--- src/rtl/reg_file_param.sv ---
// rtl/reg_file_param.sv - parametrised register file, two registered read ports, one write port
// Optional write bypass, stall hold and a read port 2 delay line for operand buffering.
module reg_file_param #(
  parameter int DATA_W    = 16,
  parameter int ADDR_W    = 3,
  parameter int DEPTH     = 8,
  parameter int BYPASS    = 1,
  parameter int INIT_MODE = 0,
  parameter int ZERO_REG  = 0,
  parameter int BUF_DEPTH = 1
) (
  input  logic              clk,
  input  logic              reset,
  input  logic              stall,
  input  logic [ADDR_W-1:0] read_addr1,
  input  logic [ADDR_W-1:0] read_addr2,
  input  logic [ADDR_W-1:0] write_addr,
  input  logic [DATA_W-1:0] write_data,
  input  logic              reg_write,
  output logic [DATA_W-1:0] read_data1,
  output logic [DATA_W-1:0] read_data2,
  output logic [DATA_W-1:0] read_data2_buf
);

  logic [DATA_W-1:0] mem_q [DEPTH];
  logic [DATA_W-1:0] mem_d [DEPTH];
  logic [DATA_W-1:0] rd1_q, rd1_d;
  logic [DATA_W-1:0] rd2_q, rd2_d;
  logic [DATA_W-1:0] buf_q [BUF_DEPTH];
  logic [DATA_W-1:0] buf_d [BUF_DEPTH];

  logic              write_ok;
  logic [ADDR_W-1:0] raddr [2];
  logic [DATA_W-1:0] rval  [2];

  // Out-of-range addresses never match a loop index, so they write nothing and read 0.
  always_comb begin
    write_ok = 1'b0;
    for (int i = 0; i < DEPTH; i++) begin
      if (reg_write && write_addr == ADDR_W'(i)) begin
        write_ok = 1'b1;
      end
    end
    if (ZERO_REG != 0 && write_addr == '0) begin
      write_ok = 1'b0;
    end
  end

  always_comb begin
    raddr[0] = read_addr1;
    raddr[1] = read_addr2;
    for (int p = 0; p < 2; p++) begin
      rval[p] = '0;
      for (int i = 0; i < DEPTH; i++) begin
        if (raddr[p] == ADDR_W'(i)) begin
          rval[p] = mem_q[i];
        end
      end
      if (BYPASS != 0 && write_ok && write_addr == raddr[p]) begin
        rval[p] = write_data;
      end
      if (ZERO_REG != 0 && raddr[p] == '0) begin
        rval[p] = '0;
      end
    end
  end

  always_comb begin
    mem_d = mem_q;
    for (int i = 0; i < DEPTH; i++) begin
      if (write_ok && write_addr == ADDR_W'(i)) begin
        mem_d[i] = write_data;
      end
    end
    rd1_d = rd1_q;
    rd2_d = rd2_q;
    buf_d = buf_q;
    if (!stall) begin
      rd1_d    = rval[0];
      rd2_d    = rval[1];
      buf_d[0] = rd2_q;
      for (int k = 1; k < BUF_DEPTH; k++) begin
        buf_d[k] = buf_q[k-1];
      end
    end
  end

  always_ff @(posedge clk) begin
    if (!reset) begin
      for (int i = 0; i < DEPTH; i++) begin
        if (INIT_MODE != 0 && !(ZERO_REG != 0 && i == 0)) begin
          mem_q[i] <= DATA_W'(i);
        end else begin
          mem_q[i] <= '0;
        end
      end
      rd1_q <= '0;
      rd2_q <= '0;
      for (int k = 0; k < BUF_DEPTH; k++) begin
        buf_q[k] <= '0;
      end
    end else begin
      mem_q <= mem_d;
      rd1_q <= rd1_d;
      rd2_q <= rd2_d;
      buf_q <= buf_d;
    end
  end

  assign read_data1     = rd1_q;
  assign read_data2     = rd2_q;
  assign read_data2_buf = buf_q[BUF_DEPTH-1];

endmodule
--- config.mk ---
export PLATFORM = sky130hd
export DESIGN_NAME = reg_file_param
export DESIGN_NICKNAME = d
export VERILOG_FILES = /design/src/rtl/reg_file_param.sv
export SDC_FILE = /design/constraint.sdc
export NUM_CORES = 1
export LEC_CHECK = 0
export ABC_AREA = 1
export BUFFER_PORTS_ARGS = -buffer_cell sky130_fd_sc_hd__buf_2
export CORE_UTILIZATION = 64
export CTS_CLUSTER_DIAMETER = 40
export DETAILED_ROUTE_END_ITERATION = 6
export PLACE_DENSITY_LB_ADDON = 0.25
export SLEW_MARGIN = 5
export SYNTH_ARGS = -nofsm -noshare
export SYNTH_HDL_FRONTEND = slang
export SYNTH_SLANG_ARGS = --single-unit
export TNS_END_PERCENT = 10
--- constraint.sdc ---
create_clock -name clk -period 2.5 [get_ports clk]
set_input_delay 0.5 -clock clk [delete_from_list [all_inputs] [get_ports clk]]
set_output_delay 0.5 -clock clk [all_outputs]
set_load 0.02 [all_outputs]
==> results.toml, run 1 <==
[die]
initial_core_util = 0.6650
fp.dieH_um = 114.4
io_pins = 77
std_cell_rows = 40
coreArea_mm2 = 0.01216
die_x_um = 114.4
dieArea_mm2 = 0.01309

[critical_path]
start_kind = "primary input"
startpoint = "read_addr1[1]"
cp_data_arrival_time_ns = 2.15
r2r_setup_slack_ns = 1.16
rr_worst_depth = 6
endpoint_kind = "flip-flop"
crit_type = "primary input to flip-flop"
crit_fanout = 14
endpoint = "read_data1[9]"
r2r_end = "read_data1[9]"
cp.required_ns = 2.88
reg2reg_from = "mem_q[121]"

[timing]
final.setup_skew_ns = 0.006183
period_needed_ns = 1.770
timing.final.ws_setup_ns = 0.7300
max_freq_mhz = 565.0
drv_slew = 0
hold_violations = 0
setup_viol = 0
slew_headroom = 0.3047
post-route-period-util = 0.7080
tightest_slew_ns = 1.037
tns_ns = 0
rsz0062_at_grt = "no"

[power_and_ir_drop]
total_power_uw = 6642
powerDensity_mw_per_mm2 = 715.2
clkPwrFrac = 0.437
p_int_uw = 4870
seq_power_share = 0.454
leakagePower_uw = 0.003797
combPwrFrac = 0.109
p_sw_uw = 1772
ir_drop_uv = 488.5
switching_share = 0.2667

[yosys]
netlist_instances = 1179
yosys.area.top_type = "dfxtp_1"
synth-seq-cells = 176
netlist_top_cells_area = "dfxtp_1 (44%), a21oi_1 (13%), o21ai_0 (13%)"
yosysWarningCount = 0
synth_cell_types = 19
synth.top_cell.area_share = 0.4356
syn-num-nets = 1208
synthesis.area_mm2 = 0.008088
syn_area_per_cell_um2 = 6.860
seq_area_frac_synth = 0.4356

[placement]
gp_congestion = 0.8890
io_buffer_count = 76
dp_slack_ns = 0.3811
placed_cell_area_mm2 = 0.008642
dp_hpwl_mm = 15.54

[clock_tree]
ctsLongestPathBuffers = 2
cts_max_level = 4
cts_root_buf = "clkbuf_16"
cts_sinks = 176
post_cts_buffers = 0
cts_hold_buffers = 0
clk_latency_ns = 0.44
cts_buffers = 17
path_clk_slew_ns = 0.07
cts_tree = "done"
cts_resized = 0

[global_route]
antenna_found_initial = 0
grt_max_degree = 177
grt_pass1_vias = 7943
overflow = 0
grt_pass1_wl_mm = 39.22
track_usage = 0.3939

[cells_and_area]
area_growth_pct = 14.82
fin_area_mm2 = 0.009286
fin_nets = 1256
diodes = 0
drive_above_1_share = 0.1226
fin_util = 0.7636

[worst_hold_path]
hp-start = "write_data[12]"
hold_class = "primary input to flip-flop"

[flow_run]
drv_cap = 0

[status]
status = "finished with violations"
violations = "design-rule violations"

[routing]
wirelength_mm = 24.78
wire_per_inst_um = 17.60
drt_pass1_iterations = 7
vias = 8688
drcViolationCount = 3
drt-initial-drc-count = 1069
vias_per_cell = 6.170
ant_nets = 0
power by group through the flow:
stage	sequential, uW	combinational (uW)	clock [uW]
floorplan	3110	402	0
global placement	3070	689	0
detailed placement	3070	701	0
CTS	3010	709	2920
global route	3020	790	3040
finish	3010	723	2900
per-stage QoR:
step                      hold WS (ns)  instances
after floorplan                 0.4369       1179
final                           0.3618       1408
after CTS                       0.3601       1408
after global placement          0.4541       1376
after detailed placement        0.4582       1376
after global routing            0.3833       1408
cell usage after synthesis:
master and instances:
a21oi_1 216, buf_2 21, buf_4 2, clkbuf_1 57, clkinv_1 2, dfxtp_1 176, inv_1 85, inv_2 3
nand2_1 169, nand3_1 40, nand4_1 49, nor2_1 137, nor2_4 1, nor3_1 7, nor3_2 4, nor3_4 1
o21ai_0 207, xnor2_1 1, xor2_1 1
layout make-up:
| type | instances | area (um2) |
|---|---|---|
| inverter | 90 | 337.8 |
| timing repair buffer | 109 | 668.1 |
| fill | 961 | 2875 |
| multi-input combinational | 833 | 3902 |
| clock inverter | 14 | 205.2 |
| sequential | 176 | 3523 |
| tap | 168 | 210.2 |
| clock buffer | 18 | 439.2 |
kinds of logic (layout without fill, tap and decap cells):
kind of cell	after synthesis	after routing	share of synthesized area
AND/OR/NAND/NOR	408	408	0.2174
buffers and inverters	170	231	0.08308
XOR/XNOR	2	2	0.002166
flip-flops	176	176	0.4356
AO/OA/AOI/OAI	423	423	0.2618
how the worst min path moves through the flow:
stage / end / slack (ns) / cells after the start
finish: mem_q[76] / 0.36 / 3
global route: mem_q[123] / 0.38 / 3
CTS: mem_q[127] / 0.36 / 3
detailed placement: mem_q[126] / 0.46 / 2
global placement: mem_q[123] / 0.45 / 2
floorplan: mem_q[112] / 0.44 / 2
state kept, by name (all words and copies together), names as in the netlist:
name            count
mem_q             128
read_data1         16
read_data2         16
read_data2_buf     16
worst max-delay path: stages:
cell     delay, ns
buf_2         0.17
nor3_2        0.86
nand2_1       0.13
nand3_1       0.12
nor2_1        0.11
nand4_1       0.10
a21oi_1       0.08
nor2_1        0.09
routing by layer:
| layer | part of all wire | vias up | GRT usage |
|---|---|---|---|
| met4 | 0.063 | 0 | 0.2727 |
| met1 | 0.36 | 3968 | 0.4491 |
| met2 | 0.48 | 506 | 0.6461 |
| li1 | - | 4082 | - |
| met3 | 0.094 | 132 | 0.1038 |
| met5 | 0 | - | 0 |
cell usage in the layout (no fill, tap or decap), drive strengths merged:
master and n:
buf 109, clkbuf 18, nor3 12, clkinvlp 3, dfxtp 176, inv 92
nor2 138, clkinv 5, nand4 49, xnor2 1, bufinv 4, a21oi 216
xor2 1, nand3 40, o21ai 207, nand2 169
Power figures use the tool's default switching activity.
==> run 2: changes to the inputs <==
Settings changed: CORE_UTILIZATION 64 to 54.
Clock period 2.5 ns to 1.6 ns, I/O delays scaled along.
==> run 2 against run 1 <==
  * The flow now finishes without violations
  * Power is 51% higher
  * Final cell count is 4.9% higher
  * Sequential share of layout area is 2.2 points lower
  * Non-clock buffer count is 53 higher
  * Clock-buffer cell count is 1 higher
  * Final area is 6.1% higher
  * Register-to-register slack worse by 0.75 ns
  * Setup slack worse by 0.48 ns
  * Critical path depth is 2 higher
  * Largest power group unchanged
==> results.toml, run 2 (synthesis results as in run 1) <==
[status]
status = "complete, no violations"

[power_and_ir_drop]
powerDensity_mw_per_mm2 = 1019
ir_drop_uv = 835.1
total_power_uw = 10040
leakagePower_uw = 0.004088

[placement]
io_buffer_count = 76
dp_hpwl_mm = 17.29
gp_congestion = 1.000

[critical_path]
r2r_end = "read_data2[12]"
cp.required_ns = 1.98
endpoint_kind = "flip-flop"
crit_path_frequent_cell = "nor2_1"
start_kind = "primary input"
rr_worst_depth = 6
reg2reg_from = "mem_q[124]"
cp_slowest_stage_delay_ns = 0.32
slowest_stage = "nor3_1"
cp_data_arrival_time_ns = 1.73
cp_top_family = "simple AND/OR/NAND/NOR gates"
crit_fanout = 8
path_cells = "buf_2 -> inv_1 -> nor3_1 -> buf_4 -> nand2_1 -> nand3_1 -> nor2_1 -> nand4_1 -> a21oi_1 -> nor2_1"
r2r_setup_slack_ns = 0.41
path_buf_inv = 3
crit_type = "primary input to flip-flop"

[clock_tree]
cts_sinks = 176
cts_hold_buffers = 0
cts_root_buf = "clkbuf_16"
cts_tree = "done"
cts_buffers = 17
path_clk_slew_ns = 0.07
cts_max_level = 4
clk_latency_ns = 0.44
ctsLongestPathBuffers = 2

[timing]
period_needed_ns = 1.349
max_freq_mhz = 741.1
post-route-period-util = 0.8434
rsz0062_at_grt = "no"
hold_violations = 0
final.setup_skew_ns = 0.01391
slew_headroom = 0.4976
whs_ns = 0.1969
tightest_slew_ns = 0.7512
drv_slew = 0
setup_viol = 0

[routing]
wirelength_mm = 26.02
ant_nets = 0
drcViolationCount = 0
vias = 8686
vias_per_cell = 5.881
drt_pass1_iterations = 7
wire_per_inst_um = 17.62
drt-initial-drc-count = 858

[worst_hold_path]
hp-start = "write_data[2]"
hold_end = "mem_q[114]"
whs_path_depth = 3
hold_class = "primary input to flip-flop"

[cells_and_area]
n_fill_cell = 1245
area_growth_pct = 21.86
diodes = 0
largest_register = "mem_q"
fin_nets = 1309
final_common_cell = "a21oi_1"
mostFrequentLayoutCells = "a21oi_1 (216), o21ai_0 (207), dfxtp_1 (176)"
largest_register_ffs = 128
drive_above_1_share = 0.1578

[die]
io_pins = 77
die_x_um = 124.4
dieArea_mm2 = 0.01547
initial_core_util = 0.5544
coreArea_mm2 = 0.01459
std_cell_rows = 44
fp.dieH_um = 124.4

[global_route]
grt_max_degree = 67
grt_pass1_wl_mm = 41.92
track_usage = 0.3417
grt_pass1_vias = 8162
overflow = 0
antenna_found_initial = 0

[flow_run]
drv_cap = 0
run 2: worst reg2reg max path: cells and delay by family, from the launching register on:
family	cells	cell delay (ns)
DFF	1	0.33
AOI/OAI and AO/OA	1	0.22
and+or+nand+nor	5	0.54
run 2: where the power goes:
part	switching (uW)	internal, uW	total (uW)	leakage, uW
clock network	1880	2170	4050	0.000270
registers	128	4580	4700	0.00144
logic	825	466	1290	0.00238
run 2: how the worst max path moves through the flow:
stage,cells after the start,to,from
finish,10,read_data2[12],read_addr2[1]
global route,11,read_data1[14],read_addr1[1]
CTS,8,read_data1[12],read_addr1[1]
detailed placement,8,read_data1[7],read_addr1[1]
global placement,8,read_data1[12],read_addr1[1]
floorplan,9,read_data2[8],read_addr2[0]
run 2: layer usage:
metal / track usage / up-vias / part of all wire
met2: 0.5639 / 420 / 0.48
met4: 0.1914 / 0 / 0.049
li1: - / 4182 / -
met1: 0.4175 / 3969 / 0.40
met5: 0 / - / 0
met3: 0.06529 / 115 / 0.073
run 2: area by class of cell:
cell class,count,area [um2],share of cell area
clock inverters,13,131.4,0.01333
well taps,184,230.2,0.02336
clock buffers,19,432.9,0.04393
repair buffers,162,1291,0.1310
inverters,90,337.8,0.03428
multi-input cells,833,3909,0.3966
flip-flops and latches,176,3523,0.3575
run 2: timing repair:
item | CTS | global route
setup buffers | 0 | 0
hold endpoints to repair | 0 | 0
setup endpoints to repair | 0 | 11
gates resized for setup | 0 | 1
run 2: through the flow:
step | area (um2) | util | cells | TNS, ns | worst slack, ns
finish | 9856 | 0.6756 | 1477 | 0 | 0.2506
CTS | 9849 | 0.6751 | 1477 | 0 | 0.09247
global route | 9856 | 0.6756 | 1477 | 0 | 0.1403
floorplan | 8088 | - | 1179 | 0 | 0.1197
global placement | 9285 | 0.6364 | 1445 | -4.146 | -0.2789
detailed placement | 9285 | 0.6364 | 1445 | -5.295 | -0.3299
==> run 3: changes to the inputs <==
Settings changed: CORE_UTILIZATION 54 to 59.
Clock period 1.6 ns to 1.3 ns, I/O delays scaled along.
==> run 3 against run 2 <==
  * The flow now finishes with violations (negative setup slack)
  * Critical path depth did not move
  * Clock power rose by 27%
  * First-iteration DRC count is 24% higher
  * Final cell count is essentially flat
  * Clock-buffer cell count decreased by 2
  * Via count up 3.9%
  * Global-route usage grew 3.3 points
  * Sequential power grew 23%
  * Routed wire length grew 0.95%
  * Core utilization rose by 8.6 points
  * Largest cell class unchanged
  * Highest routed layer unchanged
==> results.toml, run 3 (synthesis results as in run 1) <==
[status]
status = "finished with violations"
violations = "negative setup slack"

[power_and_ir_drop]
p_sw_uw = 3507
clkPwrFrac = 0.407
p_int_uw = 9107
combPwrFrac = 0.134
powerDensity_mw_per_mm2 = 1246
seq_power_share = 0.458
total_power_uw = 12610
switching_share = 0.2780
leakagePower_uw = 0.004212
ir_drop_uv = 1051

[die]
die_x_um = 119.1
dieArea_mm2 = 0.01418
coreArea_mm2 = 0.01330
fp.dieH_um = 119.1
io_pins = 77
initial_core_util = 0.6083
std_cell_rows = 42

[critical_path]
reg2reg_from = "mem_q[85]"
path_cells = "clkbuf_4 -> inv_2 -> buf_4 -> nor3_4 -> buf_4 -> clkbuf_16 -> a21oi_1 -> nand4_1 -> a21oi_1 -> nor2_1"
rr_worst_depth = 6
start_kind = "primary input"
crit_type = "primary input to flip-flop"
endpoint_kind = "flip-flop"
r2r_end = "read_data2[5]"
slowest_stage = "a21oi_1"
r2r_setup_slack_ns = 0.13
cp_data_arrival_time_ns = 1.66
cp.required_ns = 1.63
crit_fanout = 13
cp_slowest_stage_delay_ns = 0.23

[global_route]
grt_pass1_wl_mm = 41.74
grt_pass1_vias = 8437
antenna_found_initial = 0
overflow = 0
grt_max_degree = 43
track_usage = 0.3750

[timing]
tightest_slew_ns = 0.6598
final.setup_skew_ns = 0.009497
post-route-period-util = 1.018
slew_headroom = 0.5587
setup_viol = 3
rsz0062_at_grt = "yes"
drv_slew = 0
timing.final.ws_setup_ns = -0.02386
period_needed_ns = 1.324
tns_ns = -0.04413
hold_violations = 0
max_freq_mhz = 755.4

[cells_and_area]
fin_nets = 1319
finalNonFillerCells = 1478
mostFrequentLayoutCells = "a21oi_1 (213), o21ai_0 (199), dfxtp_1 (176)"
largest_register_ffs = 128
area_growth_pct = 25.19
diodes = 0
final_common_cell = "a21oi_1"
largest_register = "mem_q"
drive_above_1_share = 0.1767

[clock_tree]
clk_latency_ns = 0.44
cts_buffers = 17
cts_hold_buffers = 0
cts_tree = "done"
cts_max_level = 4
cts_sinks = 176
path_clk_slew_ns = 0.07
cts_root_buf = "clkbuf_16"
ctsLongestPathBuffers = 2

[routing]
drt-initial-drc-count = 1064
drt_pass1_iterations = 7
drcViolationCount = 0
wire_per_inst_um = 17.77
wirelength_mm = 26.27
vias_per_cell = 6.108
ant_nets = 0
vias = 9027

[placement]
dp_hpwl_mm = 17.27
dp_slack_ns = -0.6328
gp_congestion = 0.9499
placedCellCount = 1441
io_buffer_count = 76

[worst_hold_path]
hold_end = "mem_q[120]"
hold_class = "primary input to flip-flop"
whs_path_depth = 3
hp-start = "write_data[8]"

[flow_run]
drv_cap = 0
run 3: critical path, delay by kind of cell:
family | cells | cell delay [ns]
buf+inv | 5 | 0.77
simple gates | 3 | 0.23
compound gates | 2 | 0.38
run 3: timing repair:
item                                    in CTS  in global routing
pin swaps                                    1                 13
gates resized for setup                     10                 27
endpoints found under the setup margin      28                 29
cloned                                       0                  1
hold endpoints to repair                     0                  0
setup buffers                                0                  5
run 3: layout make-up:
type | count | area [um2]
tap | 176 | 220.2
inverter | 90 | 350.3
sequential | 176 | 3523
fill | 981 | 3171
timing repair buffer | 172 | 1449
clock buffer | 17 | 425.4
multi-input combinational | 833 | 4001
clock inverter | 14 | 155.1
run 3: through the flow:
stage | utilization | hold WS [ns] | instance area, um2
after floorplan | - | 0.4267 | 8124
after global placement | 0.7019 | 0.4532 | 9331
after detailed placement | 0.7019 | 0.4594 | 9331
after CTS | 0.7490 | 0.1140 | 9958
after global routing | 0.7615 | 0.1419 | 10120
final | 0.7615 | 0.1224 | 10120
run 3: worst max path at each step:
stage / startpoint / endpoint / depth (start not counted)
detailed placement: read_addr1[1] / read_data1[3] / 9
finish: read_addr1[0] / read_data1[1] / 10
global route: read_addr1[0] / read_data1[8] / 10
floorplan: read_addr1[0] / read_data1[5] / 8
CTS: read_addr1[0] / read_data1[3] / 9
global placement: read_addr1[0] / read_data1[11] / 9
run 3: routing by layer:
layer  part of all wire  global-route usage  vias up
met1               0.37              0.4382     4084
met2               0.48              0.6119      552
met5                  0                   0        -
met4              0.069              0.2658        0
met3              0.086             0.07807      176
li1                   -                   -     4215
run 3: power by group through the flow:
| stage | clock network, uW | logic (uW) | registers (uW) |
|---|---|---|---|
| 2_1_floorplan | 0 | 781 | 5990 |
| 3_3_place_gp | 0 | 1540 | 5890 |
| 3_5_place_dp | 0 | 1570 | 5890 |
| 4_1_cts | 5150 | 1600 | 5780 |
| 5_1_grt | 5420 | 1820 | 5810 |
| 6_report | 5140 | 1690 | 5780 |
